$ cat src/rtl/sync_fifo_pkg.sv
// Shared constants, helpers and types for the parametrised synchronous FIFO family.
package sync_fifo_pkg;

  localparam int FIFO_WIDTH_DEF = 8;
  localparam int FIFO_DEPTH_DEF = 8;

  // Ceiling log2, usable in parameter/localparam expressions.
  function automatic int clog2(input int value);
    int result;
    int remaining;
    result    = 0;
    remaining = value - 1;
    while (remaining > 0) begin
      result    = result + 1;
      remaining = remaining >> 1;
    end
    return result;
  endfunction

  typedef enum logic [1:0] {
    FIFO_OP_IDLE = 2'b00,
    FIFO_OP_PUSH = 2'b01,
    FIFO_OP_POP  = 2'b10,
    FIFO_OP_BOTH = 2'b11
  } fifo_op_e;

endpackage

$ cat src/rtl/sync_fifo_gen_if.sv
// Producer/consumer bundle for sync_fifo_gen; master drives requests, slave is the FIFO.
interface sync_fifo_gen_if
  import sync_fifo_pkg::*;
#(
  parameter int WIDTH = FIFO_WIDTH_DEF,
  parameter int DEPTH = FIFO_DEPTH_DEF
);

  localparam int CW = clog2(DEPTH) + 1;

  logic             wr_en;
  logic [WIDTH-1:0] din;
  logic             rd_en;
  logic [WIDTH-1:0] dout;
  logic             empty;
  logic             full;
  logic             almost_empty;
  logic             almost_full;
  logic [CW-1:0]    count;
  logic             overflow;
  logic             underflow;

  modport master (
    output wr_en, din, rd_en,
    input  dout, empty, full, almost_empty, almost_full, count, overflow, underflow
  );

  modport slave (
    input  wr_en, din, rd_en,
    output dout, empty, full, almost_empty, almost_full, count, overflow, underflow
  );

endinterface

$ cat src/rtl/sync_fifo_mem.sv
// FIFO storage with one synchronous write port and one read port.
// SYNC_FIFO_FWFT_EN selects a combinational (fall-through) read port instead of a registered one.
module sync_fifo_mem
  import sync_fifo_pkg::*;
#(
  parameter int WIDTH = FIFO_WIDTH_DEF,
  parameter int DEPTH = FIFO_DEPTH_DEF,
  localparam int AW   = clog2(DEPTH)
) (
  input  logic             clk,
  input  logic             rst,
  input  logic             wr_en,
  input  logic [AW-1:0]    wr_addr,
  input  logic [WIDTH-1:0] wr_data,
  input  logic             rd_en,
  input  logic [AW-1:0]    rd_addr,
  output logic [WIDTH-1:0] rd_data
);

  logic [WIDTH-1:0] mem [DEPTH];

  // Storage is deliberately left out of reset so it maps onto plain RAM.
  always_ff @(posedge clk) begin
    if (wr_en) begin
      mem[wr_addr] <= wr_data;
    end
  end

`ifdef SYNC_FIFO_FWFT_EN
  logic unused_fwft;

  assign rd_data     = mem[rd_addr];
  assign unused_fwft = rst ^ rd_en;
`else
  // rd_en here is the already-qualified pop, so dout holds whenever nothing is popped.
  always_ff @(posedge clk) begin
    if (rst) begin
      rd_data <= '0;
    end else if (rd_en) begin
      rd_data <= mem[rd_addr];
    end
  end
`endif

endmodule

$ cat src/rtl/sync_fifo_gen.sv
// Parametrised single-clock FIFO: pointers, occupancy count, flag decode and error pulses.
// Define SYNC_FIFO_FWFT_EN for first-word-fall-through reads; default is registered reads.
module sync_fifo_gen
  import sync_fifo_pkg::*;
#(
  parameter int WIDTH    = FIFO_WIDTH_DEF,
  parameter int DEPTH    = FIFO_DEPTH_DEF,
  parameter int AF_LEVEL = DEPTH - 2,
  parameter int AE_LEVEL = 2
) (
  input logic            clk,
  input logic            rst,
  sync_fifo_gen_if.slave bus
);

  localparam int AW = clog2(DEPTH);
  localparam int CW = AW + 1;

  logic [AW-1:0] wr_ptr;
  logic [AW-1:0] rd_ptr;
  logic [CW-1:0] count_q;
  logic          overflow_q;
  logic          underflow_q;
  logic          empty_w;
  logic          full_w;
  logic          wr_ok;
  logic          rd_ok;
  fifo_op_e      op;

  // Flags come only from the registered count, so they cannot glitch on request inputs.
  assign empty_w = (count_q == '0);
  assign full_w  = (count_q == CW'(DEPTH));

  assign wr_ok = bus.wr_en && !full_w;
  assign rd_ok = bus.rd_en && !empty_w;

  always_comb begin
    op = FIFO_OP_IDLE;
    if (wr_ok && rd_ok) begin
      op = FIFO_OP_BOTH;
    end else if (wr_ok) begin
      op = FIFO_OP_PUSH;
    end else if (rd_ok) begin
      op = FIFO_OP_POP;
    end
  end

  // Pointers wrap naturally at DEPTH because DEPTH is a power of two.
  always_ff @(posedge clk) begin
    if (rst) begin
      wr_ptr      <= '0;
      rd_ptr      <= '0;
      count_q     <= '0;
      overflow_q  <= 1'b0;
      underflow_q <= 1'b0;
    end else begin
      if (wr_ok) begin
        wr_ptr <= wr_ptr + AW'(1);
      end
      if (rd_ok) begin
        rd_ptr <= rd_ptr + AW'(1);
      end
      case (op)
        FIFO_OP_PUSH: count_q <= count_q + CW'(1);
        FIFO_OP_POP:  count_q <= count_q - CW'(1);
        default:      count_q <= count_q;
      endcase
      overflow_q  <= bus.wr_en && full_w;
      underflow_q <= bus.rd_en && empty_w;
    end
  end

  sync_fifo_mem #(
    .WIDTH (WIDTH),
    .DEPTH (DEPTH)
  ) u_mem (
    .clk     (clk),
    .rst     (rst),
    .wr_en   (wr_ok),
    .wr_addr (wr_ptr),
    .wr_data (bus.din),
    .rd_en   (rd_ok),
    .rd_addr (rd_ptr),
    .rd_data (bus.dout)
  );

  assign bus.empty        = empty_w;
  assign bus.full         = full_w;
  assign bus.almost_empty = (count_q <= CW'(AE_LEVEL));
  assign bus.almost_full  = (count_q >= CW'(AF_LEVEL));
  assign bus.count        = count_q;
  assign bus.overflow     = overflow_q;
  assign bus.underflow    = underflow_q;

endmodule

$ cat src/flat_wrapper.sv
// flat-port wrapper written by rule: the top's interface ports become plain ports
module sync_fifo_gen_flat import sync_fifo_pkg::*;
#(
  parameter int WIDTH    = FIFO_WIDTH_DEF,
  parameter int DEPTH    = FIFO_DEPTH_DEF,
  parameter int AF_LEVEL = DEPTH - 2,
  parameter int AE_LEVEL = 2
)
  (clk, rst, bus_wr_en, bus_din, bus_rd_en, bus_dout, bus_empty, bus_full, bus_almost_empty, bus_almost_full, bus_count, bus_overflow, bus_underflow);
  sync_fifo_gen_if #(.WIDTH(WIDTH), .DEPTH(DEPTH)) bus_i ();
  input logic clk;
  input logic rst;
  input wire logic [$bits(bus_i.wr_en)-1:0] bus_wr_en;
  input wire logic [$bits(bus_i.din)-1:0] bus_din;
  input wire logic [$bits(bus_i.rd_en)-1:0] bus_rd_en;
  output wire logic [$bits(bus_i.dout)-1:0] bus_dout;
  output wire logic [$bits(bus_i.empty)-1:0] bus_empty;
  output wire logic [$bits(bus_i.full)-1:0] bus_full;
  output wire logic [$bits(bus_i.almost_empty)-1:0] bus_almost_empty;
  output wire logic [$bits(bus_i.almost_full)-1:0] bus_almost_full;
  output wire logic [$bits(bus_i.count)-1:0] bus_count;
  output wire logic [$bits(bus_i.overflow)-1:0] bus_overflow;
  output wire logic [$bits(bus_i.underflow)-1:0] bus_underflow;
  assign bus_i.wr_en = bus_wr_en;
  assign bus_i.din = bus_din;
  assign bus_i.rd_en = bus_rd_en;
  assign bus_dout = bus_i.dout;
  assign bus_empty = bus_i.empty;
  assign bus_full = bus_i.full;
  assign bus_almost_empty = bus_i.almost_empty;
  assign bus_almost_full = bus_i.almost_full;
  assign bus_count = bus_i.count;
  assign bus_overflow = bus_i.overflow;
  assign bus_underflow = bus_i.underflow;
  sync_fifo_gen #(.WIDTH(WIDTH), .DEPTH(DEPTH), .AF_LEVEL(AF_LEVEL), .AE_LEVEL(AE_LEVEL)) u_core (.clk(clk), .rst(rst), .bus(bus_i));
endmodule
$ cat config.mk
export PLATFORM = sky130hd
export DESIGN_NAME = sync_fifo_gen_flat
export DESIGN_NICKNAME = d
export VERILOG_FILES = /design/src/rtl/sync_fifo_pkg.sv /design/src/rtl/sync_fifo_gen_if.sv /design/src/rtl/sync_fifo_mem.sv /design/src/rtl/sync_fifo_gen.sv /design/src/flat_wrapper.sv
export SDC_FILE = /design/constraint.sdc
export NUM_CORES = 1
export LEC_CHECK = 0
export CAP_MARGIN = 20
export CORE_ASPECT_RATIO = 0.8
export CORE_MARGIN = 5
export CORE_UTILIZATION = 57
export DETAILED_ROUTE_END_ITERATION = 8
export PLACE_DENSITY = 0.79
export SETUP_SLACK_MARGIN = 0.02
export SLEW_MARGIN = 20
export SYNTH_ARGS = -nofsm -noshare
export SYNTH_HDL_FRONTEND = slang
export SYNTH_SLANG_ARGS = --single-unit
$ cat constraint.sdc
create_clock -name clk -period 3.2 [get_ports clk]
set_clock_uncertainty 0.15 [all_clocks]
set_input_delay 0.48 -clock clk [delete_from_list [all_inputs] [get_ports clk]]
set_output_delay 0.48 -clock clk [all_outputs]
set_load 0.05 [all_outputs]
==> results.cfg <==
[synth]
ys_seq_area_share_pct = 68.8
syn_area_sq_um = 3370
yosys_warnings = 0
synth_top_family_by_area = multiplexers
synth_nets = 215
synth-compound-area-share_pct = 3.56
syn_area_per_cell_sq_um = 17.0
synth_top_cell_by_area = edfxtp_1
synth_xor_area_share_pct = 2.04
yosys.cell_types.count = 40
synthTopCellsByArea = edfxtp_1 (57%), dfxtp_1 (12%), mux4_2 (11%), nor3_2 (2.4%), nor2_1 (2.1%)
yosysTopAreaCellShare_pct = 57.0
synthAdderAreaFrac_pct = 1.85
synth-seq-cells = 84
synth_cells = 198
synth_edf_count = 64
synthFlopType = edfxtp_1
synth_simple_gate_area_share_pct = 9.75
synth_most_common_cell = edfxtp_1
synthMuxAreaShare_pct = 11.6
synthArstFlopShare_pct = 0
netlist_top_cells_count = edfxtp_1 (64), dfxtp_1 (20), nor2_1 (19)

[timing]
hold_ws_ns = 0.348
drv_slew = 0
fin_crit_ns = 3.05
period_share_pct = 95.2
rsz0062_at_grt = false
finalHoldViolations = 0
slew_headroom_pct = 41.9
worst_pin_slew_ns = 0.870
setup_viol = 0
clock.fmax_ghz = 0.328
tns_ns = 0

[job]
maxCapViolCount = 0

[final_layout]
synthToLayoutAreaGrowth_pct = 17.8
antennaDiodeCount = 0
drive_gt1_share_pct = 24.1
design_area_sq_um = 3980
fin_util_pct = 68.3
final_nets = 257
nFillCells = 389

[setup_path]
reg2reg_setup_slack_ns = 0.38
worst-setup-path-type = flop to output pin
cp_max_fo = 11
cp-end-kind = output pin
slowest_delay_ns = 0.80
slowest_stage = clkdlybuf4s50_1
worstPathRequired_ns = 2.57
path_cells = or4b_1 > inv_1 > clkdlybuf4s50_1
cp.arrival_ns = 2.42
startpoint_type = flop

[place]
portBuffers = 29
gp_congestion = 0.797
dpl_cell_area_sq_um = 3790
hpwlAfterDp_mm = 3.81

[clock_network]
cts_buffer_depth = 2
cts_resized = 0
clock-sinks = 84
cts_tree = built
h-tree-depth = 3
clk_pin_slew_ns = 0.09
clk-insertion-delay-late_ns = 0.36
hold_buffers = 0
cts_setup_buffers = 0
numCtsBuffers = 9
cts-root-buf = clkbuf_8

[hold_path]
hold_path.class = flop to flop

[route]
ant_nets = 0
dr.pass1.iters = 4
routed_wl_mm = 5.97
vias = 1810
drt_first_iter_violations = 142
wire_per_inst_um = 18.3
drc = 0
via_per_inst = 5.55

[grt]
grt_pass1_wl_mm = 9.25
antenna_found_initial = 0
grt_max_degree = 19
grt_pass1_vias = 1762
grtUsageTotal_pct = 17.3
grt.overflow.total = 0

[floorplanning]
start_util_pct = 58.0
die-width_um = 96.0
die_y_um = 78.8
rows = 25
io_pins = 30
die_area_sq_um = 7570
core_sq_um = 5820

[pwr]
leakage_uw = 0.00135
power_density_nw_per_um2 = 845
vdd_drop_max_v = 0.000493

[status]
status = finished, final reports clean
## sequential cells by signal (all words and copies together) (netlist names)
signal	cells
u_core.rd_ptr	3
u_core.bus.count	4
u_core.u_mem.mem	64
u_core.wr_ptr	3
u_core.bus.underflow	1
u_core.bus.overflow	1
u_core.u_mem.rd_data	8
## final cells by class
cell class | instances | area (sq um) | share of cell area [%]
Multi-Input combinational cell | 102 | 972 | 24.4
Inverter | 1 | 3.75 | 0.0944
Clock buffer | 9 | 124 | 3.12
Clock inverter | 7 | 65.1 | 1.64
Timing Repair Buffer | 42 | 388 | 9.75
Sequential cell | 84 | 2320 | 58.4
Tap cell | 81 | 101 | 2.55
## through the flow
stage / instances / worst slack, ns / total power, uW
floorplan: 198 / 0.345 / 2330
finish: 326 / 0.152 / 3360
global route: 326 / 0.0504 / 3530
global placement: 310 / 0.423 / 2640
detailed placement: 310 / 0.376 / 2670
CTS: 326 / 0.132 / 3390
## power breakdown
part	internal [uW]	switching, uW
combinational	472	746
clock	304	417
sequential	1310	112
## kinds of logic (layout without fill, tap and decap cells)
logic type	count (synthesis)	in the layout
muxes	19	19
adders and majority gates	5	5
DFF	84	84
AOI/OAI and AO/OA	18	18
buffers and inverters	12	59
and+or+nand+nor	53	53
xor gates and xnor gates	7	7
## path summary, 6_finish.rpt
check | startpoint | end | cells past startpoint
hold reg to reg | u_core.u_mem.rd_data[4]$_SDFFE_PP0P_ | u_core.u_mem.rd_data[4]$_SDFFE_PP0P_ | 2
hold / removal | u_core.u_mem.rd_data[4]$_SDFFE_PP0P_ | u_core.u_mem.rd_data[4]$_SDFFE_PP0P_ | 2
setup / recovery | u_core.bus.count[1]$_SDFFE_PP0P_ | bus_full | 3
setup reg to reg | u_core.bus.count[1]$_SDFFE_PP0P_ | u_core.bus.count[2]$_SDFFE_PP0P_ | 9
## metal layers
layer / vias up / track usage, % / share of wire, %
li1: 857 / - / -
met1: 897 / 23.0 / 43
met2: 50 / 27.6 / 51
met3: 6 / 5.11 / 5.5
met4: 0 / 5.11 / 0.60
met5: - / 0 / 0
## worst max-delay path, delay by kind of cell, from the launching register on
kind / cells / cell delay [ns]
flops: 1 / 0.42
simple gates: 1 / 0.73
buf+inv: 2 / 0.90
## cell usage in the layout, fill, tap and decap left out, types with 4 or more instances in the layout
cell type        instances
nor3_2                   8
nor2b_1                  4
xor2_1                   5
edfxtp_1                64
clkdlybuf4s50_1         29
dfxtp_1                 20
mux4_2                  16
nor2_1                  19
o22ai_1                  8
nor3_1                   4
inv_6                    4
ha_1                     5
clkbuf_8                 9
buf_4                   13
Power figures use the tool's default switching activity.
